<file path="src/rtl/fetch_ctrl_pkg.sv">
// Shared encodings for the IF-stage next-PC sequencer: FSM states and next-PC select codes.
package fetch_ctrl_pkg;

    typedef enum logic [1:0] {
        BOOT = 2'd0,
        RUN  = 2'd1,
        HALT = 2'd2
    } fetch_state_t;

    typedef enum logic [2:0] {
        SEL_SEQ  = 3'd0,
        SEL_HOLD = 3'd1,
        SEL_JMP  = 3'd2,
        SEL_BR   = 3'd3,
        SEL_TRAP = 3'd4,
        SEL_BOOT = 3'd5
    } npc_sel_t;

    function automatic logic is_redirect(input npc_sel_t sel);
        return (sel == SEL_TRAP) || (sel == SEL_BR) || (sel == SEL_JMP);
    endfunction

endpackage

</file>
<file path="src/rtl/fetch_ctrl_npc_mux.sv">
// Combinational next-PC priority select, sequential adder and flush/misalign decode.
module npc_mux
    import fetch_ctrl_pkg::*;
#(
    parameter logic [31:0] RESET_PC = 32'h0000_0000,
    parameter logic [31:0] TRAP_VEC = 32'h0000_0100
) (
    input  fetch_state_t state,
    input  logic [31:0]  pc_cur,
    input  logic         stall,
    input  logic         jump_valid,
    input  logic [31:0]  jump_target,
    input  logic         br_taken,
    input  logic [31:0]  br_target,
    input  logic         trap,
    output logic [31:0]  pc_next,
    output logic         if_flush,
    output logic         id_flush,
    output logic         redirect,
    output logic         misalign
);

    npc_sel_t sel;

    always_comb begin
        sel = SEL_BOOT;
        unique case (state)
            BOOT: sel = SEL_BOOT;
            HALT: sel = trap ? SEL_TRAP : SEL_HOLD;
            RUN: begin
                if (trap)                     sel = SEL_TRAP;
                else if (br_taken)            sel = SEL_BR;
                else if (jump_valid && !stall) sel = SEL_JMP;
                else if (stall)               sel = SEL_HOLD;
                else                          sel = SEL_SEQ;
            end
            default: sel = SEL_BOOT;
        endcase
    end

    always_comb begin
        misalign = ((sel == SEL_BR)  && (br_target[1:0]   != 2'b00)) ||
                   ((sel == SEL_JMP) && (jump_target[1:0] != 2'b00));
        redirect = is_redirect(sel);

        pc_next = RESET_PC;
        unique case (sel)
            SEL_SEQ:  pc_next = pc_cur + 32'd4;
            SEL_HOLD: pc_next = pc_cur;
            SEL_JMP:  pc_next = jump_target;
            SEL_BR:   pc_next = br_target;
            SEL_TRAP: pc_next = TRAP_VEC;
            SEL_BOOT: pc_next = RESET_PC;
            default:  pc_next = RESET_PC;
        endcase
        // A misaligned redirect is diverted to the trap vector and flushes like a trap.
        if (misalign) pc_next = TRAP_VEC;

        if_flush = redirect;
        id_flush = (sel == SEL_TRAP) || (sel == SEL_BR) || misalign;
    end

endmodule

</file>
<file path="src/rtl/fetch_ctrl.sv">
// IF-stage next-PC sequencer: BOOT/RUN/HALT FSM, boot delay, misalign pulse and redirect counter.
module fetch_ctrl
    import fetch_ctrl_pkg::*;
#(
    parameter logic [31:0] RESET_PC    = 32'h0000_0000,
    parameter logic [31:0] TRAP_VEC    = 32'h0000_0100,
    parameter int unsigned BOOT_CYCLES = 4,
    parameter int unsigned CNT_W       = 16
) (
    input  logic             clk,
    input  logic             rst_n,
    input  logic [31:0]      pc_cur,
    input  logic             stall,
    input  logic             halt_req,
    input  logic             resume,
    input  logic             jump_valid,
    input  logic [31:0]      jump_target,
    input  logic             br_taken,
    input  logic [31:0]      br_target,
    input  logic             trap,
    output logic [31:0]      pc_next,
    output logic             fetch_valid,
    output logic             if_flush,
    output logic             id_flush,
    output logic             misalign_err,
    output logic             halted,
    output logic [CNT_W-1:0] redirect_cnt
);

    localparam int unsigned BCW = (BOOT_CYCLES > 1) ? $clog2(BOOT_CYCLES) : 1;
    localparam logic [BCW-1:0] BOOT_LAST = BCW'(BOOT_CYCLES - 1);

    fetch_state_t   state, state_nxt;
    logic [BCW-1:0] boot_cnt;
    logic           redirect;
    logic           misalign;

    always_ff @(posedge clk or negedge rst_n) begin
        if (!rst_n) state <= BOOT;
        else        state <= state_nxt;
    end

    always_comb begin
        state_nxt = state;
        unique case (state)
            BOOT: if (boot_cnt == BOOT_LAST) state_nxt = RUN;
            RUN:  if (halt_req)              state_nxt = HALT;
            HALT: begin
                if (trap)                       state_nxt = RUN;
                else if (resume && !halt_req)   state_nxt = RUN;
            end
            default: state_nxt = BOOT;
        endcase
    end

    always_comb begin
        fetch_valid = (state == RUN) && !stall;
        halted      = (state == HALT);
    end

    npc_mux #(
        .RESET_PC (RESET_PC),
        .TRAP_VEC (TRAP_VEC)
    ) u_npc_mux (
        .state       (state),
        .pc_cur      (pc_cur),
        .stall       (stall),
        .jump_valid  (jump_valid),
        .jump_target (jump_target),
        .br_taken    (br_taken),
        .br_target   (br_target),
        .trap        (trap),
        .pc_next     (pc_next),
        .if_flush    (if_flush),
        .id_flush    (id_flush),
        .redirect    (redirect),
        .misalign    (misalign)
    );

    always_ff @(posedge clk or negedge rst_n) begin
        if (!rst_n)              boot_cnt <= '0;
        else if (state == BOOT)  boot_cnt <= boot_cnt + 1'b1;
        else                     boot_cnt <= '0;
    end

    always_ff @(posedge clk or negedge rst_n) begin
        if (!rst_n) misalign_err <= 1'b0;
        else        misalign_err <= misalign;
    end

    always_ff @(posedge clk or negedge rst_n) begin
        if (!rst_n)                              redirect_cnt <= '0;
        else if (redirect && (redirect_cnt != '1)) redirect_cnt <= redirect_cnt + 1'b1;
    end

endmodule
</file>
<file path="config.mk">
export PLATFORM = sky130hd
export DESIGN_NAME = fetch_ctrl
export DESIGN_NICKNAME = d
export VERILOG_FILES = /design/src/rtl/fetch_ctrl_pkg.sv /design/src/rtl/fetch_ctrl_npc_mux.sv /design/src/rtl/fetch_ctrl.sv
export SDC_FILE = /design/constraint.sdc
export NUM_CORES = 1
export LEC_CHECK = 0
export ABC_AREA = 1
export BUFFER_PORTS_ARGS = -buffer_cell sky130_fd_sc_hd__buf_2
export CORE_MARGIN = 2
export CORE_UTILIZATION = 45
export CTS_BUF_LIST = sky130_fd_sc_hd__clkbuf_4
export DETAILED_ROUTE_END_ITERATION = 8
export HOLD_SLACK_MARGIN = 0.15
export PLACE_DENSITY = 0.89
export SLEW_MARGIN = 10
export SYNTH_ARGS = -nofsm -noshare
export SYNTH_HDL_FRONTEND = slang
export SYNTH_SLANG_ARGS = --single-unit
</file>
<file path="constraint.sdc">
create_clock -name clk -period 1.83 [get_ports clk]
set_clock_uncertainty 0.1 [all_clocks]
set_input_delay 0 -clock clk [delete_from_list [all_inputs] [get_ports clk]]
set_output_delay 0 -clock clk [all_outputs]
set_load 0.01 [all_outputs]
</file>
======== Yosys cells after proc, flatten, opt, wreduce, memory -nomap -nowiden ========
Index checks and enable logic that the tools add are counted.
operators by class
  muxes and demuxes ....................... 14
  $mul .................................... 0
  order comparisons ....................... 0
  bitwise logic cells ..................... 0
  add/subtract/negate cells ............... 3
  eq/ne operators ......................... 11
  shift operators ......................... 0
  reductions and logical operators ........ 17
  div/mod/pow operators ................... 0
operators with widths
  cell                     count
  $pmux W32 S5             1
  $add A32 B3 Y32 const B  1
  $mux W32                 1
  $add A16 B1 Y16 const B  1
  $ne A16 B16 Y1 const B   1
  $mux W3                  4
  $mux W2                  5
  $eq A3 B2 Y1 const B     2
  $logic_and A1 B1 Y1      6
  $pmux W2 S3              1
  $pmux W3 S2              1
  $eq A2 B2 Y1 const B     2
  $logic_or A1 B1 Y1       4
  $ne A2 B2 Y1 const B     2
  $reduce_bool A2 Y1       2
  $eq A3 B1 Y1 const B     1
  $eq A3 B3 Y1 const B     1
  $logic_not A3 Y1         1
  $ne A3 B2 Y1 const B     1
  $reduce_and A3 Y1        1
  $add A2 B1 Y2 const B    1
  $eq A2 B1 Y1 const B     1
  $logic_not A1 Y1         2
  $logic_not A2 Y1         1
  $mux W1                  1
word-level totals
  bits in read-only memories .............. 0
  bits in latches ......................... 0
  RAM bits ................................ 0
  logic and storage cells ................. 49
  register bits after elaboration ......... 21
  output and inout port bits .............. 53
  bits of input ports ..................... 104
  memories kept ........................... 0

======== Depth between registers and ports, before layout ========
  word-level depth ........................ 10
  depth in mapped cells ................... 13
  gate-level depth less buffers ........... 12

======== Hierarchy ========
Synthesis repeated with hierarchy kept, for this count alone.
second synthesis, totals
  cell total of the unflattened synthesis .. 657
  area total of the unflattened synthesis .. 3298.2 µm²
modules (own cells, without submodules)
  module      seq. area each (µm²)  area an instance (µm²)  cells each  instances
  npc_mux     0.0                   2044.5                  486         1
  fetch_ctrl  525.5                 1253.7                  171         1

======== Worst setup path after synthesis ========
OpenSTA, ideal clock, no wires.
  kind .................................... register -> register
  start point ............................. register state[0]
  end point ............................... register redirect_cnt[4]
  slack ................................... -0.032 ns
  buffers on the path ..................... 1
  stages on the path, launching flop included .. 13
  setup time .............................. 0.123 ns
  period minus slack after synthesis ...... 1.862 ns
  data required time ...................... 1.607 ns
  arrival time ............................ 1.639 ns
  cells stage by stage .................... dfrtp_1 inv_1 ha_1 nand2_2 nor2_4 nand2_8 nand3_4 nand2_4 nand2_4 inv_6 buf_8 nand3_2 nand2_1
between the ends
  longest elaborated chain between the ends .. 6
  elaborated cells between the ends (all ways) .. 9
  those cells by class .................... eq/ne (5); mux (1); reduce/logical (3)
ends and longest elaborated chain
  item                                                 RTL line                  RTL
  start, declared                                      fetch_ctrl.sv:33          fetch_state_t state, state_nxt;
  start signal, assigned                               fetch_ctrl.sv:40          else state <= state_nxt;
  $eq A2 B1 Y1 / $eq A2 B2 Y1 (equally long branches)  fetch_ctrl_npc_mux.sv:27  unique case (state)
  $pmux W3 S2 (*)                                      fetch_ctrl_npc_mux.sv:27
  $eq A3 B3 Y1 / $eq A3 B2 Y1 (equally long branches)  fetch_ctrl_pkg.sv:20      return (sel == SEL_TRAP) || (sel == SEL_BR) || (sel == SEL_JMP);
  $logic_or A1 B1 Y1                                   fetch_ctrl_pkg.sv:20
  $logic_or A1 B1 Y1 (*)                               fetch_ctrl_pkg.sv:20
  via if_flush                                         fetch_ctrl.sv:23          output logic if_flush,
  $logic_and A1 B1 Y1 (*)                              fetch_ctrl.sv:93          else if (redirect && (redirect_cnt != '1)) redirect_cnt <= redirect_cnt + 1'b1;
  end signal, assigned                                 fetch_ctrl.sv:93
  end, declared                                        fetch_ctrl.sv:27          output logic [CNT_W-1:0] redirect_cnt
Mark *: on every way through the listed nets, which the timed path passes. The rest lies on a longest branch.
A chain may end at the register's enable or synchronous reset.

======== Final worst setup path ========
  start point ............................. register state[0]
  end point ............................... output port pc_next[10]
between the ends
  longest elaborated chain between the ends .. 6
  elaborated cells between the ends (all ways) .. 13
  those cells by class .................... eq/ne (6); mux (3); reduce/logical (4)
ends and longest elaborated chain
  item                                                                  RTL line                  RTL
  $eq A2 B1 Y1 / $eq A2 B2 Y1 (equally long branches)                   fetch_ctrl_npc_mux.sv:27
  $pmux W3 S2 (*)                                                       fetch_ctrl_npc_mux.sv:27
  parallel branches: the longest is 3 deep, another holds $pmux W32 S5  -
  $mux W32 (*)                                                          fetch_ctrl_npc_mux.sv:57  if (misalign) pc_next = TRAP_VEC;
  end, declared                                                         fetch_ctrl.sv:21          output logic [31:0] pc_next,
Mark *: on every way between the ends.

==> metrics <==
worst r2r dst=redirect_cnt[6]; Layout area overhead=45.0%; Crit. End Element=output port; final setup fails=51; Cell Rows=32; Pwr per Cell Area=1510 mW/mm^2; crit share post-route=128%; Worst setup SP type=flop; sequential area share after synthesis=15.0%; drt pass-1 iters=5; Crit Path Max Fanout=14; post-synth design cell area=0.00350 sq mm; root buffer cell=clkbuf_4; Avg Cell Area, Syn=5.75 sq um; min cycle time layout=2350 ps; P_leak=2.67 nW; Final WS setup=-516 ps; CTS H-tree depth=1; post-route insts no fill=911; Sink Count=21; Bufs on Longest Clock Path=2; DP Area=0.00461 sq mm; Tot GR Track Use=27.8%; DR vias/cell=5.19; maximum VDD drop=1010 uV; share of cells above drive strength 1=39.4%; remaining routing DRC violations=0; Fillers=679; cts bufs inserted=3; Cells after Synth=609; Reg area=526 sq um; Yosys reg bits=21; vias in the first global route=4188; dpl hpwl=9.66 mm; Mapped Nets=719; Max Fclk=426 MHz; routability cong.=0.990; Nets=920; max-slew violation count=0; CTS clk-pin slew, worst paths=120 ps; Die Height=92.2 microns; R2R setup slack=-290 ps; finished layout cell area=0.00508 sq mm; slew margin rel.=37.7%; Synth cell types=35; initial antenna violation count=0; first-pass GRT wire length=19.3 mm; status=finished with violations; worst path arrival time=2250 ps; # diodes=0; Clock Latency Late Sink=310 ps; initial core utilization=45.8%; reg2reg path depth=14; DRT Wirelength=12.9 mm; First DRT Iteration DRCs=409; CP Launch Point=state[0]; DR vias=4727; die width=92.2 microns; core area=0.00765 sq mm; CP endpoint=pc_next[10]; area leader, netlist=nand2_1; average wire per standard cell=14.2 microns; largest net degree at the start of global routing=27; Die Area=0.00850 sq mm; final hold viol count=0; violated checks=negative setup slack; CP Data Required Time=1730 ps; Post-Place Cells=885; GRT overflow=0; CTS tree=built; Reg2Reg Launch Point=state[0]; YS warnings=0; I/O Pins=157; IO buf count=156; WS Path Type=flop to output port; hold depth=3; Hold WC Path Type=primary input to output port; share of the synthesized area in the top cell type=20.5%; max-cap violation count=0; Final ANT Viol Nets=0; Slew @ Worst Pin=932 ps; top post-synthesis cells by area=nand2_1, dfrtp_1, nor2_1; multi-input logic area=0.00272 sq mm; unrepaired setup endpoints after global routing=yes
[timing repair]
item	in CTS	in global routing
gates cloned	3	2
hold buffers	8	0
endpoints found under the hold margin	24	0
buffers inserted	3	7
gates resized for setup	29	42
endpoints found under the setup margin	51	51
pin swaps	3	8
[per-stage QoR]
stage | utilization (%) | hold slack, ps | total power, mW | setup slack [ps] | TNS [ps]
2_1_floorplan | - | -396 | 4.29 | 9.11 | 0
3_3_place_gp | 60.3 | -129 | 6.18 | -108 | -2870
3_5_place_dp | 60.3 | -124 | 6.29 | -212 | -6280
4_1_cts | 63.6 | 169 | 6.97 | -466 | -15370
5_1_grt | 66.4 | 177 | 8.15 | -587 | -23410
6_report | 66.4 | 168 | 7.65 | -516 | -19290
[flip-flops by register name, summed over array words and instances, names as in the netlist]
signal	flops
redirect_cnt	16
boot_cnt	2
state	2
misalign_err	1
[worst min path at each step]
| stage | startpoint | to | slack [ps] |
|---|---|---|---|
| 6_report | stall | fetch_valid | 170 |
| 5_1_grt | stall | fetch_valid | 180 |
| 4_1_cts | stall | fetch_valid | 170 |
| 3_5_place_dp | rst_n | redirect_cnt[5] | -120 |
| 3_3_place_gp | rst_n | redirect_cnt[5] | -130 |
| 2_1_floorplan | rst_n | boot_cnt[0] | -400 |
[layout by cell type (no fill, tap or decap), drive strengths merged]
cell / Yosys / routed
nand3b: 2 / 2
inv: 64 / 68
clkbuf: 0 / 4
nand3: 68 / 68
nor3: 8 / 8
nor2: 127 / 127
buf: 15 / 199
xor2: 7 / 7
dlygate4sd3: 0 / 8
ha: 6 / 6
dfrtp: 21 / 21
xnor2: 7 / 7
nand2: 220 / 221
a211oi: 1 / 1
a21oi: 30 / 30
a31oi: 1 / 1
o21ai: 24 / 24
nand4: 7 / 7
[cell usage after synthesis (all sizes together)]
cell    number
buf         15
nand3b       2
ha           6
nor2       127
xor2         7
dfrtp       21
nand3       68
a21oi       30
nand2      220
nor3         8
o21ai       24
inv         64
nand4        7
a211oi       1
xnor2        7
clkinv       1
a31oi        1
[worst max-delay path, cell delays in order, from the launching register on]
cell     delay (ps)
dfrtp_1         390
inv_2            70
ha_4            300
nand2_4          70
nor2_4          150
nand2_8         130
nor2_8          160
buf_12          170
nand2_1          70
nand3_1          80
nor2_1           50
nor2_2          120
buf_2           150
[power by group]
group / total, mW / switching [mW] / leakage [nW] / internal [mW]
Combinational: 6.68 / 3.81 / 2.37 / 2.87
Sequential: 0.720 / 0.120 / 0.280 / 0.599
Clock: 0.249 / 0.149 / 0.0184 / 0.100
Total: 7.65 / 4.08 / 2.67 / 3.57
[final cells by class]
| cell class | count | area share, % |
|---|---|---|
| well taps | 102 | 2.51 |
| clock buffers | 4 | 0.591 |
| repair buffers | 207 | 26.8 |
| repair inverters | 3 | 0.616 |
| flip-flops and latches | 21 | 10.3 |
| inverters | 65 | 5.62 |
| multi-input cells | 509 | 53.5 |
[cells by family after synthesis]
kind of cell,synth area share [%]
AO/OA/AOI/OAI,11.4
XOR/XNOR,3.50
adder cells (fa/ha/maj),2.14
buffers and inverters,11.9
flip-flops,15.0
AND/OR/NAND/NOR,56.0
[per-layer routing]
layer	wire (microns)	global-route usage [%]	vias up
met2	6500	52.0	271
met4	346	9.08	0
li1	-	-	2320
met3	1200	5.09	39
met1	4880	31.5	2097
met5	0	0	-
(Power assumes the default switching activity.)
